File: src/rtl/reg_bank.sv
// Parameterised register bank: RW registers, W1C STATUS, saturating write counter.
// One access per cycle, registered read data with single-cycle latency.
module reg_bank #(
    parameter int DATA_W   = 8,
    parameter int NUM_REGS = 4,
    parameter int ADDR_W   = 3
) (
    input  logic                       CLK,
    input  logic                       RST_N,
    input  logic                       WRITE,
    input  logic                       READ,
    input  logic [ADDR_W-1:0]          ADDR,
    input  logic [DATA_W-1:0]          WRITE_DATA,
    input  logic [DATA_W-1:0]          EVENT,
    output logic [DATA_W-1:0]          READ_DATA,
    output logic                       READ_VALID,
    output logic                       ERR,
    output logic [NUM_REGS*DATA_W-1:0] REG_OUT
);

    if ((2 ** ADDR_W) < (NUM_REGS + 2)) begin : g_addr_chk
        $error("reg_bank: ADDR_W too small for NUM_REGS+2 addresses");
    end

    localparam logic [ADDR_W-1:0] A_STAT = ADDR_W'(NUM_REGS);
    localparam logic [ADDR_W-1:0] A_WCNT = ADDR_W'(NUM_REGS + 1);

    logic [DATA_W-1:0] regs [NUM_REGS];
    logic [DATA_W-1:0] status;
    logic [DATA_W-1:0] wcount;
    logic [DATA_W-1:0] rd_mux;
    logic [DATA_W-1:0] clr_mask;
    logic              is_rw;
    logic              is_stat;
    logic              is_wcnt;
    logic              is_oor;

    assign is_rw   = ADDR < A_STAT;
    assign is_stat = ADDR == A_STAT;
    assign is_wcnt = ADDR == A_WCNT;
    assign is_oor  = !(is_rw || is_stat || is_wcnt);

    assign clr_mask = (WRITE && is_stat) ? WRITE_DATA : '0;

    always_comb begin
        rd_mux = '0;
        unique case (1'b1)
            is_rw: begin
                for (int i = 0; i < NUM_REGS; i++) begin
                    if (ADDR == ADDR_W'(i)) begin
                        rd_mux = regs[i];
                    end
                end
            end
            is_stat: rd_mux = status;
            is_wcnt: rd_mux = wcount;
            default: rd_mux = '0;
        endcase
    end

    always_ff @(posedge CLK or negedge RST_N) begin
        if (!RST_N) begin
            for (int i = 0; i < NUM_REGS; i++) begin
                regs[i] <= '0;
            end
        end else if (WRITE) begin
            for (int i = 0; i < NUM_REGS; i++) begin
                if (ADDR == ADDR_W'(i)) begin
                    regs[i] <= WRITE_DATA;
                end
            end
        end
    end

    // EVENT is OR'd in after the clear so a colliding event wins.
    always_ff @(posedge CLK or negedge RST_N) begin
        if (!RST_N) begin
            status <= '0;
        end else begin
            status <= (status & ~clr_mask) | EVENT;
        end
    end

    always_ff @(posedge CLK or negedge RST_N) begin
        if (!RST_N) begin
            wcount <= '0;
        end else if (WRITE && is_wcnt) begin
            wcount <= '0;
        end else if (WRITE && (is_rw || is_stat) && wcount != '1) begin
            wcount <= wcount + 1'b1;
        end
    end

    always_ff @(posedge CLK or negedge RST_N) begin
        if (!RST_N) begin
            READ_DATA  <= '0;
            READ_VALID <= 1'b0;
            ERR        <= 1'b0;
        end else begin
            READ_VALID <= READ;
            ERR        <= (READ || WRITE) && is_oor;
            if (READ) begin
                READ_DATA <= rd_mux;
            end
        end
    end

    for (genvar g = 0; g < NUM_REGS; g++) begin : g_out
        assign REG_OUT[g*DATA_W +: DATA_W] = regs[g];
    end

endmodule

File: config.mk
export PLATFORM = sky130hd
export DESIGN_NAME = reg_bank
export DESIGN_NICKNAME = d
export VERILOG_FILES = /design/src/rtl/reg_bank.sv
export SDC_FILE = /design/constraint.sdc
export NUM_CORES = 1
export LEC_CHECK = 0
export CORE_UTILIZATION = 45
export CTS_CLUSTER_SIZE = 14
export DETAILED_ROUTE_END_ITERATION = 10
export PLACE_DENSITY = 0.76
export SYNTH_ARGS = -nofsm -noshare
export SYNTH_HDL_FRONTEND = slang
export SYNTH_SLANG_ARGS = --single-unit
File: constraint.sdc
create_clock -name CLK -period 1.69 [get_ports CLK]
set_input_delay 0.507 -clock CLK [delete_from_list [all_inputs] [get_ports CLK]]
set_output_delay 0.507 -clock CLK [all_outputs]
set_load 0.05 [all_outputs]
==> reports/qor.txt <==
status = finished, final reports clean
top area cells in the synthesized netlist = dfrtp_1 (53%), mux2_2 (16%), mux4_2 (6.6%)
vias in the first global route = 2291
Synth top area share = 53.1%
Crit Path Category = in -> reg
Max VDD drop = 0.853 mV
Syn Nets = 235
Max-Cap Viols = 0
sequential share of the synthesized area = 53.1%
syn avg cell area = 13.0 µm²
Setup Skew = 0.00309 ns
IO Port Bufs = 64
TritonCTS clock tree = built
CP Max Fanout = 9
layout cells sized above 1 = 47.3%
crit path cell chain = clkdlybuf4s15_2, buf_16, o21ai_4, o211ai_2, or4_1, a21oi_1
FF-to-FF path depth = 5
CP endpoint kind = flip-flop
unrepaired setup endpoints after global routing = false
required time of the worst setup path = 1.95 ns
maximum clock frequency = 623 MHz
Critical-path top delay cell = or4_1
post-DR wirelength/cell = 18.4 µm
worst-margin pin slew = 0.307 ns
Clock Latency Late Sink = 0.33 ns
area growth from synthesis to layout = 58.0%
register-to-register setup slack = 0.11 ns
CTS root buf = clkbuf_8
Non-Filler Instances = 390
worst stage delay on the critical path = 0.52 ns
number of setup buffers added after CTS = 0
Fin. Hold Viols = 0
GP Congestion = 0.760
gr usage total = 25.3%
Num Clock Sinks = 58
H-tree levels = 3
Max Slew Vio Count = 0
Synth Instances = 211
Post-DRT Antenna Nets = 0
drt pass-1 iters = 5
Hold WS = 0.164 ns
DRC violations left = 0
Power Dens Cells = 1270 nW/µm²
hold buffer count at CTS = 0
DR iter-0 viols = 148
delay-heaviest family, CP = simple AND/OR/NAND/NOR gates
Core ar. = 5890 µm²
Die Ht = 80.0 µm
synthesized flop and latch total = 58
post-DP HPWL = 4.98 mm
global-route wire length before repair = 11.6 mm
Post-Synthesis Cell Area = 2740 µm²
Worst Setup SP = ADDR[0]
Buf/Inv on CP = 2
Clock transition at path regs = 0.06 ns
total CTS buffers = 9
total grt overflow = 0
Rel. slew slack = 79.6%
final setup violating endpoints = 0
post-synthesis async set-or-reset flop share = 100%
initial core utilization = 46.5%
most frequent cell after synthesis = dfrtp_1
hold crit path type = in -> async
synth cell count leaders = dfrtp_1 (58), mux2_2 (39), nor2_1 (19)
post-route minimum period = 1.60 ns
antenna violations before repair = 0
Startpoint Class = input pin
Synth area leader = dfrtp_1
drt via density = 5.63
nets = 334
ys flop type = dfrtp_1
Antenna Cells = 0
CP arrival = 1.87 ns
number of enable flip-flop cells after synthesis = 0
Reg-to-Reg Start = wcount[0]$_DFFE_PN0P_
largest net degree at the start of global routing = 59
Cells after DPL = 373
WL final = 7.17 mm
Worst R2R End = wcount[7]$_DFFE_PN0P_
Die X = 80.0 µm
library cells used by synthesis = 35
num rows = 28
Longest Clk Path Bufs = 2
YS warnings = 0
overall die area = 6390 µm²
Tcrit/Tclk final = 94.9%
Ports = 65
Pleak = 1.86 nW
via count = 2194
==> how the worst max path moves through the flow <==
stage	endpoint	slack, ns	cells after the start
2_1_floorplan	REG_OUT[0]$_DFFE_PN0P_	-0.04	4
3_3_place_gp	READ_DATA[4]$_DFFE_PN0P_	-0.48	5
3_5_place_dp	READ_DATA[4]$_DFFE_PN0P_	-0.53	6
4_1_cts	wcount[7]$_DFFE_PN0P_	0.005	6
5_1_grt	wcount[7]$_DFFE_PN0P_	0.004	5
6_report	wcount[7]$_DFFE_PN0P_	0.09	6
==> flip-flops by register name, indices dropped and copies added, names as in the netlist <==
signal and count:
READ_VALID 1, wcount 8, status 8, REG_OUT 32, READ_DATA 8, ERR 1
==> what timing repair did <==
action / in CTS / in global routing
setup endpoints to repair: 52 / 17
gates resized for setup: 7 / 5
pin swaps: 0 / 1
cloned: 1 / 0
endpoints found under the hold margin: 0 / 0
==> where the power goes <==
| part | switching (W) | internal, W |
|---|---|---|
| sequential | 0.000350 | 0.00165 |
| combinational | 0.00116 | 0.00124 |
| clock | 0.000529 | 0.000566 |
==> per-layer routing <==
metal / vias up / wire length [µm] / global-route usage [%]
li1: 985 / - / -
met2: 81 / 3590 / 39.4
met1: 1109 / 3030 / 33.5
met4: 0 / 218 / 14.1
met5: - / 0 / 0
met3: 19 / 326 / 4.23
==> cells in the final DEF (no fill, tap or decap), types with 6 or more instances in the layout <==
cell             instances
buf_12                  45
mux4_2                   8
clkdlybuf4s50_1         17
dfrtp_1                 58
nor2_1                  19
a22oi_1                  8
nand2_1                 12
a21oi_1                 11
o21ai_0                  6
clkbuf_8                10
buf_4                   32
mux2_2                  38
a21o_1                   8
==> cell type report <==
| type | instances | area [µm²] |
|---|---|---|
| multi-input combinational | 139 | 1230 |
| inverter | 2 | 7.51 |
| sequential | 58 | 1450 |
| clock buffer | 13 | 149 |
| clock inverter | 3 | 15.0 |
| tap | 75 | 93.8 |
| timing repair buffer | 100 | 1380 |
| fill | 396 | 1570 |
==> cells by family after synthesis <==
family	share of synthesized area, %
AO/OA/AOI/OAI	9.84
XOR/XNOR	0.320
adder cells (fa/ha/maj)	0.457
buffers and inverters	2.88
flip-flops	53.1
multiplexers	23.4
AND/OR/NAND/NOR	10.0
==> stage by stage <==
stage                     power (W)  utilization, %  TNS, ns  area [µm²]  setup slack [ns]
after detailed placement    0.00440            70.0   -24.54        4120            -0.527
after CTS                   0.00552            73.4        0        4320           0.00485
after global routing        0.00572            73.4        0        4320           0.00419
final                       0.00550            73.4        0        4320            0.0861
after global placement      0.00435            70.0   -22.73        4120            -0.477
after floorplan             0.00309               -   -0.580        2760           -0.0440
No activity file was read; power rests on OpenSTA's default activity.
